### src/rtl/pixel_write_arbiter.sv
// Frame sequencer and round-robin arbiter for the display's single pixel write port.
// Optional macro PIXEL_WRITE_HAZARD_STALL_EN stalls back-to-back same-address accepts.
module pixel_write_arbiter #(
   parameter int unsigned N_REQ         = 4,
   parameter int unsigned ADDR_WIDTH    = 15,
   parameter int unsigned FB_DATA_WIDTH = 4,
   parameter int unsigned DB_DATA_WIDTH = 12
) (
   input  logic                             clk,
   input  logic                             rstn,
   input  logic                             i_frame_start,
   output logic                             o_busy,
   output logic                             o_frame_done,
   input  logic [N_REQ-1:0]                 i_req_valid,
   input  logic [N_REQ-1:0]                 i_req_last,
   input  logic [N_REQ*ADDR_WIDTH-1:0]      i_req_addr,
   input  logic [N_REQ*FB_DATA_WIDTH-1:0]   i_req_fb_data,
   input  logic [N_REQ*DB_DATA_WIDTH-1:0]   i_req_db_data,
   output logic [N_REQ-1:0]                 o_req_ready,
   output logic                             o_clear,
   input  logic                             i_disp_ready,
   output logic                             o_pixel_write_valid,
   output logic [ADDR_WIDTH-1:0]            o_pixel_write_addr,
   output logic [FB_DATA_WIDTH-1:0]         o_fb_data,
   output logic [DB_DATA_WIDTH-1:0]         o_db_data
);

   localparam int unsigned IDX_W = (N_REQ > 1) ? $clog2(N_REQ) : 1;

   typedef enum logic [2:0] {
      StIdle,
      StClear,
      StWaitClr,
      StDraw,
      StDone
   } state_e;

   state_e                   state_q, state_d;
   logic                     wait_first_q, wait_first_d;
   logic [IDX_W-1:0]         rr_q, rr_d;
   logic [N_REQ-1:0]         done_q, done_d;

   logic                     pix_valid_q;
   logic [ADDR_WIDTH-1:0]    pix_addr_q;
   logic [FB_DATA_WIDTH-1:0] pix_fb_q;
   logic [DB_DATA_WIDTH-1:0] pix_db_q;

   logic                     cand_found;
   logic [IDX_W-1:0]         cand_idx;
   logic [IDX_W-1:0]         scan_idx;
   logic [ADDR_WIDTH-1:0]    cand_addr;
   logic                     hazard;
   logic                     grant;

   // Round-robin search starting at the pointer, skipping finished requesters.
   always_comb begin
      cand_found = 1'b0;
      cand_idx   = '0;
      scan_idx   = '0;
      for (int unsigned i = 0; i < N_REQ; i++) begin
         scan_idx = IDX_W'((32'(rr_q) + i) % N_REQ);
         if (!cand_found && i_req_valid[scan_idx] && !done_q[scan_idx]) begin
            cand_found = 1'b1;
            cand_idx   = scan_idx;
         end
      end
   end

   assign cand_addr = i_req_addr[cand_idx*ADDR_WIDTH +: ADDR_WIDTH];

`ifdef PIXEL_WRITE_HAZARD_STALL_EN
   // The registered beat is exactly last cycle's accept; its depth read is still in flight.
   assign hazard = pix_valid_q && (cand_addr == pix_addr_q);
`else
   assign hazard = 1'b0;
`endif

   assign grant = (state_q == StDraw) && cand_found && !hazard;

   always_comb begin
      o_req_ready = '0;
      if (grant) begin
         o_req_ready[cand_idx] = 1'b1;
      end
   end

   always_comb begin
      state_d      = state_q;
      wait_first_d = 1'b0;
      rr_d         = rr_q;
      done_d       = done_q;

      if (grant) begin
         rr_d = (cand_idx == IDX_W'(N_REQ - 1)) ? '0 : cand_idx + 1'b1;
         if (i_req_last[cand_idx]) begin
            done_d[cand_idx] = 1'b1;
         end
      end

      unique case (state_q)
         StIdle: begin
            if (i_frame_start) begin
               state_d = StClear;
            end
         end
         StClear: begin
            done_d       = '0;
            wait_first_d = 1'b1;
            state_d      = StWaitClr;
         end
         StWaitClr: begin
            // Ready is stale on the first cycle while the display drops it.
            if (!wait_first_q && i_disp_ready) begin
               state_d = StDraw;
            end
         end
         StDraw: begin
            // Looking at next-state flags lets the final beat land in the DONE cycle.
            if (&done_d) begin
               state_d = StDone;
            end
         end
         StDone: begin
            state_d = StIdle;
         end
         default: begin
            state_d = StIdle;
         end
      endcase
   end

   always_ff @(posedge clk or negedge rstn) begin
      if (!rstn) begin
         state_q      <= StIdle;
         wait_first_q <= 1'b0;
         rr_q         <= '0;
         done_q       <= '0;
      end else begin
         state_q      <= state_d;
         wait_first_q <= wait_first_d;
         rr_q         <= rr_d;
         done_q       <= done_d;
      end
   end

   always_ff @(posedge clk or negedge rstn) begin
      if (!rstn) begin
         pix_valid_q <= 1'b0;
         pix_addr_q  <= '0;
         pix_fb_q    <= '0;
         pix_db_q    <= '0;
      end else begin
         pix_valid_q <= grant;
         if (grant) begin
            pix_addr_q <= cand_addr;
            pix_fb_q   <= i_req_fb_data[cand_idx*FB_DATA_WIDTH +: FB_DATA_WIDTH];
            pix_db_q   <= i_req_db_data[cand_idx*DB_DATA_WIDTH +: DB_DATA_WIDTH];
         end
      end
   end

   assign o_busy              = (state_q != StIdle);
   assign o_clear             = (state_q == StClear);
   assign o_frame_done        = (state_q == StDone);
   assign o_pixel_write_valid = pix_valid_q;
   assign o_pixel_write_addr  = pix_addr_q;
   assign o_fb_data           = pix_fb_q;
   assign o_db_data           = pix_db_q;

`ifndef SYNTHESIS
   a_ready_onehot : assert property (@(posedge clk) disable iff (!rstn)
      $onehot0(o_req_ready));
   a_ready_draw_only : assert property (@(posedge clk) disable iff (!rstn)
      (|o_req_ready) |-> (state_q == StDraw));
   a_ready_not_done : assert property (@(posedge clk) disable iff (!rstn)
      (o_req_ready & done_q) == '0);
   a_clear_pulse : assert property (@(posedge clk) disable iff (!rstn)
      o_clear |=> !o_clear);
   a_done_pulse : assert property (@(posedge clk) disable iff (!rstn)
      o_frame_done |=> !o_frame_done);
`endif

endmodule
### config.mk
export PLATFORM = sky130hd
export DESIGN_NAME = pixel_write_arbiter
export DESIGN_NICKNAME = d
export VERILOG_FILES = /design/src/rtl/pixel_write_arbiter.sv
export SDC_FILE = /design/constraint.sdc
export NUM_CORES = 1
export LEC_CHECK = 0
export ABC_AREA = 1
export BUFFER_PORTS_ARGS = -buffer_cell sky130_fd_sc_hd__clkbuf_2
export CAP_MARGIN = 20
export CORE_MARGIN = 2
export CORE_UTILIZATION = 48
export CTS_BUF_LIST = sky130_fd_sc_hd__clkbuf_8
export CTS_CLUSTER_DIAMETER = 30
export DETAILED_ROUTE_END_ITERATION = 7
export HOLD_SLACK_MARGIN = 0.03
export PLACE_DENSITY = 0.95
export SYNTH_ARGS = -nofsm -noshare
export SYNTH_HDL_FRONTEND = slang
export SYNTH_SLANG_ARGS = --single-unit
export TNS_END_PERCENT = 20
### constraint.sdc
create_clock -name clk -period 6.2 [get_ports clk]
set_input_delay 0.31 -clock clk [delete_from_list [all_inputs] [get_ports clk]]
set_output_delay 0.31 -clock clk [all_outputs]
set_load 0.01 [all_outputs]
==> flow_metrics.py, run 1 <==
metrics = {
    "yosys": {
        "synthArstFlopShare_pct": 100.0,
        "netlist_top_cells_area": "dfrtp_1, o21bai_1, nand2_1",
        "synth_compound_area_share_pct": 30.66,
        "yosys.area_share.simple_pct": 24.82,
        "syn_inst": 373,
        "avgSynthCellArea_um2": 7.745,
        "synth_commonest_cells": "nand2_1, dfrtp_1, nor2_1",
        "synth.top_cell.area_share_pct": 36.38,
        "ys_seq_area_share_pct": 36.38,
        "synthFlopType": "dfrtp_1",
        "yosysMostFrequentCell": "nand2_1",
        "synth_edf_count": 0,
        "yosys_warnings": 0,
        "synth_top_area_cell": "dfrtp_1",
        "syn-cell-area_um2": 2889,
        "synth.area.mux_share_pct": 0,
        "synth_top_family_by_area": "compound AO/OA/AOI/OAI gates",
        "synthAdderAreaFrac_pct": 0.4331,
        "synth_nets": 510,
        "ys_seq_elements": 42,
        "ys_types": 35,
        "synth_xor_area_share_pct": 0,
    },
    "global_route": {
        "grt_max_degree": 43,
        "grt_pass1_wl_um": 13710,
        "gr-total-overflow": 0,
        "grt_pass1_vias": 3132,
        "antenna_found_initial": 0,
        "track_usage_pct": 26.53,
    },
    "cells_and_area": {
        "fill_cells": 519,
        "fin_area_um2": 3861,
        "drive_above_1_share_pct": 43.18,
        "final_core_util_pct": 65.60,
        "nNetsFinal": 671,
        "antenna_cells": 0,
        "area_growth_pct": 33.65,
        "fin_cells": 610,
    },
    "floorplanning": {
        "num_rows": 28,
        "dieHeight_um": 81.58,
        "initial_core_util_pct": 49.09,
        "io_pins": 175,
        "dieArea_um2": 6655,
        "die_w_um": 81.58,
        "core_um2": 5886,
    },
    "sta": {
        "rsz0062_at_grt": "no",
        "setup_viol": 0,
        "tightest_slew_ns": 0.8518,
        "period_minus_slack_ns": 3.474,
        "fin_tns_setup_ns": 0,
        "slew_headroom_pct": 42.78,
        "hold_viol_final": 0,
        "finalMaxSlewViolations": 0,
        "fmax_mhz": 287.8,
        "post-route-period-util_pct": 56.03,
        "setup_ws_ns": 2.726,
        "clock_skew_ns": 0.005783,
        "whs_ns": 0.2598,
    },
    "power": {
        "power_density_nw_per_um2": 714.5,
        "ir_drop_mv": 0.4474,
        "total_power_mw": 2.759,
        "p_leak_nw": 1.992,
    },
    "min_path": {
        "hold_path.class": "input port to register",
    },
    "detailed_routing": {
        "wl_um": 9139,
        "wl_per_cell_um": 14.98,
        "drt_first_iter_violations": 174,
        "firstDrtPassIters": 4,
        "drc": 0,
        "routed-via-count": 3348,
        "via_per_inst": 5.489,
        "ant_nets": 0,
    },
    "critical_path": {
        "rr_endpoint": "state_q[2]",
        "rr_worst_depth": 17,
        "cp.required_ns": 5.89,
        "crit_fanout": 36,
        "crit_chain": "inv_2 > nand3_1 > nand2_1 > nand2_1 > nand2_2 > nor2_4 > nand3_2 > nand2_4 > clkinv_2 > nand3_4 > nor2_2 > clkbuf_2",
        "crit_end": "o_req_ready[1]",
        "r2r-start": "rr_q[0]",
        "path_delay_family": "simple AND/OR/NAND/NOR gates",
        "critPathLaunchType": "register",
        "startpoint": "rr_q[0]",
        "cp_num_cells": 12,
        "endpoint_kind": "output pin",
        "rrSetupSlack_ns": 2.89,
        "cp_num_buf_inv": 3,
        "arrival_ns": 3.16,
        "cp_common_cell": "nand2_1",
        "cp_slowest_cell": "dfrtp_1",
        "path_class": "register to output pin",
        "max_stage_delay_ns": 0.66,
    },
    "place": {
        "pre_cts_ws_ns": 2.946,
        "dpl-instance-area_um2": 3740,
        "hpwl_um": 6724,
        "routabilityCongestion": 0.8177,
        "port_buffers": 174,
        "dpl.cell_count": 600,
    },
    "clocking": {
        "clkLatencyLatePin_ns": 0.29,
        "cts_resized": 0,
        "clock_path_buffers": 2,
        "numCtsBuffers": 5,
        "ctsHoldBuffers": 0,
        "htreeDepth": 2,
        "clk_pin_slew_worst_paths_ns": 0.08,
        "cts_tree": "built",
        "postCtsSetupBuffers": 0,
        "cts.sinks": 42,
        "cts-root-buf": "clkbuf_8",
    },
    "flow_run": {
        "max-cap-violations": 0,
    },
    "outcome": {
        "status": "complete, no violations",
    },
}
## flip-flops by register name, indices dropped and copies added, names as in the netlist
name,count
state_q,3
o_pixel_write_addr,15
wait_first_q,1
o_fb_data,4
done_q,4
rr_q,2
o_db_data,12
o_pixel_write_valid,1
## where the power goes
| part | internal, mW | switching [mW] | total, mW |
|---|---|---|---|
| logic | 0.713 | 1.35 | 2.06 |
| clock network | 0.0883 | 0.0922 | 0.181 |
| registers | 0.425 | 0.0917 | 0.517 |
## cell families (layout without fill, tap and decap cells)
family,Yosys count,after routing
and+or+nand+nor,144,144
AOI/OAI and AO/OA,137,137
buffers and inverters,49,211
DFF,42,42
adders and majority gates,1,1
## layout make-up
cell class                 instances  area (um^2)  share of cell area [%]
tap                               75        93.84                   2.430
multi-input combinational        282         1615                   41.83
sequential                        42         1051                   27.22
timing repair buffer             177        908.4                   23.53
clock inverter                     2        8.758                  0.2268
clock buffer                       6        82.58                   2.139
inverter                          26        101.3                   2.625
## worst reg2reg max path: cells and delay by family, from the launching register on
| kind | cells | cell delay (ns) |
|---|---|---|
| buffers and inverters | 2 | 0.71 |
| DFF | 1 | 0.66 |
| and+or+nand+nor | 15 | 1.83 |
## routing by layer
layer  share of wire (%)  wire, um  track usage [%]
met1                  39      3548            30.68
met2                  51      4636            48.03
met3                 9.3       848            6.923
met4                 1.2       107            7.833
met5                   0         0                0
## placed cells by master (no fill, tap or decap), types with 12 or more instances in the layout
master    Yosys  final
a21oi_1      36     36
a31oi_1      23     23
clkbuf_2      0    174
dfrtp_1      42     42
inv_1        17     18
nand2_1      58     58
nand2_2      12     12
nand3_1      12     12
nor2_1       41     41
o21ai_0      23     23
o21bai_1     31     31
## how the worst min path moves through the flow
stage / cells past startpoint / slack (ns) / startpoint / to
3_5_place_dp: 2 / 0.52 / o_pixel_write_addr[4] / o_pixel_write_addr[4]
4_1_cts: 1 / 0.24 / rstn / o_db_data[8]
3_3_place_gp: 2 / 0.51 / o_db_data[1] / o_db_data[1]
6_report: 3 / 0.26 / i_req_db_data[0] / o_db_data[0]
5_1_grt: 3 / 0.26 / i_req_addr[0] / o_pixel_write_addr[0]
2_1_floorplan: 0 / 0.01 / rstn / done_q[0]
No activity file was read; power rests on OpenSTA's default activity.
==> run 2: changes to the inputs <==
--- a/config.mk
+++ b/config.mk
@@ -5,16 +5,16 @@
 export SDC_FILE = /design/constraint.sdc
 export NUM_CORES = 1
 export LEC_CHECK = 0
-export ABC_AREA = 1
+export ABC_AREA = 0
 export BUFFER_PORTS_ARGS = -buffer_cell sky130_fd_sc_hd__clkbuf_2
 export CAP_MARGIN = 20
 export CORE_MARGIN = 2
-export CORE_UTILIZATION = 48
+export CORE_UTILIZATION = 41
 export CTS_BUF_LIST = sky130_fd_sc_hd__clkbuf_8
 export CTS_CLUSTER_DIAMETER = 30
 export DETAILED_ROUTE_END_ITERATION = 7
 export HOLD_SLACK_MARGIN = 0.03
-export PLACE_DENSITY = 0.95
+export PLACE_DENSITY = 0.88
 export SYNTH_ARGS = -nofsm -noshare
 export SYNTH_HDL_FRONTEND = slang
 export SYNTH_SLANG_ARGS = --single-unit
==> constraint.sdc (replaced) <==
create_clock -name clk -period 2.8 [get_ports clk]
set_input_delay 0.14 -clock clk [delete_from_list [all_inputs] [get_ports clk]]
set_output_delay 0.14 -clock clk [all_outputs]
set_load 0.01 [all_outputs]
==> run 2 against run 1 <==
Net effect: setup slack worse by 2.1 ns; first-iteration DRC count is 48% lower; sequential power grew 120%; sequential share of layout area is 0.74 points lower; die area grew 20%; count of clock-buffer cells in the layout shrank 1; critical endpoint is now o_req_ready[3]; total power rose by 55%.
==> flow_metrics.py, run 2 <==
metrics = {
    "place": {
        "dpl-instance-area_um2": 3852,
        "routabilityCongestion": 0.9092,
        "port_buffers": 174,
        "hpwl_um": 6449,
    },
    "clocking": {
        "clock_path_buffers": 2,
        "htreeDepth": 2,
        "cts.sinks": 42,
        "clkLatencyLatePin_ns": 0.28,
        "cts_tree": "built",
        "numCtsBuffers": 5,
        "clk_pin_slew_worst_paths_ns": 0.08,
        "cts-root-buf": "clkbuf_8",
    },
    "power": {
        "p_clk_share_pct": 8.5,
        "p_leak_nw": 2.250,
        "intPower_mw": 2.246,
        "power_density_nw_per_um2": 1079,
        "netSwitchingPower_mw": 2.036,
        "switching_share_pct": 47.55,
        "total_power_mw": 4.282,
        "combPwrFrac_pct": 65.2,
        "seqPwrFrac_pct": 26.3,
        "ir_drop_mv": 0.5036,
    },
    "global_route": {
        "track_usage_pct": 20.09,
        "grt_pass1_vias": 2881,
        "grt_pass1_wl_um": 12720,
        "gr-total-overflow": 0,
        "grt_max_degree": 43,
        "antenna_found_initial": 0,
    },
    "detailed_routing": {
        "wl_per_cell_um": 12.82,
        "wl_um": 8246,
        "drt_first_iter_violations": 90,
        "ant_nets": 0,
        "drc": 0,
        "routed-via-count": 3233,
        "firstDrtPassIters": 5,
        "via_per_inst": 5.028,
    },
    "yosys": {
        "avgSynthCellArea_um2": 7.832,
        "synth_top_area_cell": "dfrtp_1",
        "synthArstFlopShare_pct": 100.0,
        "synth_commonest_cells": "nand2_1, and3_1, dfrtp_1",
        "syn_inst": 381,
        "yosysMostFrequentCell": "nand2_1",
        "ys_seq_elements": 42,
        "syn-cell-area_um2": 2984,
        "yosys_warnings": 0,
        "ys_types": 45,
        "synth_nets": 518,
        "netlist_top_cells_area": "dfrtp_1, nand2_1, and3_1",
        "ys_seq_area_share_pct": 35.22,
        "synth_edf_count": 0,
        "synth.top_cell.area_share_pct": 35.22,
        "synthFlopType": "dfrtp_1",
    },
    "sta": {
        "post-route-period-util_pct": 78.63,
        "slew_headroom_pct": 54.27,
        "hold_viol_final": 0,
        "setup_viol": 0,
        "whs_ns": 0.1424,
        "finalMaxSlewViolations": 0,
        "period_minus_slack_ns": 2.202,
        "clock_skew_ns": 0.006781,
        "rsz0062_at_grt": "no",
        "fin_tns_setup_ns": 0,
        "fmax_mhz": 454.2,
        "tightest_slew_ns": 0.6808,
    },
    "floorplanning": {
        "dieHeight_um": 89.32,
        "die_w_um": 89.32,
        "initial_core_util_pct": 41.81,
        "io_pins": 175,
        "core_um2": 7137,
        "dieArea_um2": 7977,
        "num_rows": 31,
    },
    "critical_path": {
        "critPathLaunchType": "register",
        "crit_chain": "inv_1 > nor3b_2 > o31ai_4 > buf_4 > nor3_1 > clkbuf_2",
        "endpoint_kind": "output pin",
        "cp_slowest_cell": "dfrtp_1",
        "arrival_ns": 2.06,
        "crit_fanout": 31,
        "path_class": "register to output pin",
        "max_stage_delay_ns": 0.44,
        "cp.required_ns": 2.66,
    },
    "cells_and_area": {
        "layout_common_cells": "clkbuf_2, nand2_1, and3_1",
        "layout_commonest_cell": "clkbuf_2",
        "drive_above_1_share_pct": 41.36,
        "fin_area_um2": 3969,
        "antenna_cells": 0,
        "nNetsFinal": 681,
        "largest_register_ff_count": 15,
        "area_growth_pct": 33.00,
    },
    "outcome": {
        "status": "complete, no violations",
    },
    "flow_run": {
        "max-cap-violations": 0,
    },
    "min_path": {
        "hold_path.class": "input port to register",
    },
}
==> run 2: cell type report <==
class | count | area, um^2
fill | 700 | 3168
multi-input combinational | 305 | 1725
sequential | 42 | 1051
timing repair buffer | 183 | 960.9
tap | 99 | 123.9
clock buffer | 5 | 68.82
inverter | 7 | 28.78
clock inverter | 2 | 10.01
==> run 2: worst paths after layout <==
check                                             end  cells past startpoint             startpoint  slack (ns)
worst max-delay path                   o_req_ready[3]                      6             state_q[0]        0.60
worst min-delay path                        done_q[3]                      3          i_req_last[3]        0.14
worst max register to register             state_q[2]                      8              done_q[1]        0.72
worst min register to register  o_pixel_write_addr[1]                      2  o_pixel_write_addr[1]        0.48
max in group asynchronous       o_pixel_write_addr[0]                      3                   rstn        1.89
min in group asynchronous                o_db_data[0]                      2                   rstn        0.39
==> run 2: power groups by stage <==
stage          Clock, mW  Sequential, mW  Combinational, mW
4_1_cts            0.375            1.13               2.82
5_1_grt            0.404            1.17               3.13
3_3_place_gp           0            1.12               2.71
3_5_place_dp           0            1.14               2.81
6_report           0.363            1.13               2.79
2_1_floorplan          0            1.21               2.08
==> run 2: repair_timing <==
action	in CTS	in global routing
buffers inserted	0	0
hold buffers	0	1
hold endpoints to repair	0	21
resized for setup	0	0
==> run 2: kinds of logic after synthesis <==
| family | share of synthesized area, % |
|---|---|
| AO/OA/AOI/OAI | 17.15 |
| multiplexers | 0.3354 |
| buffers and inverters | 7.212 |
| AND/OR/NAND/NOR | 39.66 |
| adder cells (fa/ha/maj) | 0.4192 |
| flip-flops | 35.22 |
==> run 2: metal layers <==
layer	vias up	share of wire [%]	wire [um]	global-route usage [%]
li1	1613	-	-	-
met1	1483	40	3282	23.37
met2	129	53	4334	37.17
met3	8	6.9	567	3.970
met4	0	0.75	62	5.834
met5	-	0	0	0
==> run 2: worst max-delay path, delay by kind of cell, from the launching register on <==
kind / cells / cell delay (ns)
AO/OA/AOI/OAI: 1 / 0.14
buffers and inverters: 3 / 0.56
AND/OR/NAND/NOR: 2 / 0.63
flip-flops: 1 / 0.44
==> run 2: through the flow <==
stage | util [%] | std cells | setup slack (ns)
2_1_floorplan | - | 381 | 0.7357
3_3_place_gp | 53.98 | 634 | 0.8218
3_5_place_dp | 53.98 | 634 | 0.7300
4_1_cts | 55.08 | 641 | 0.5933
5_1_grt | 55.61 | 643 | 0.4543
6_report | 55.61 | 643 | 0.5983
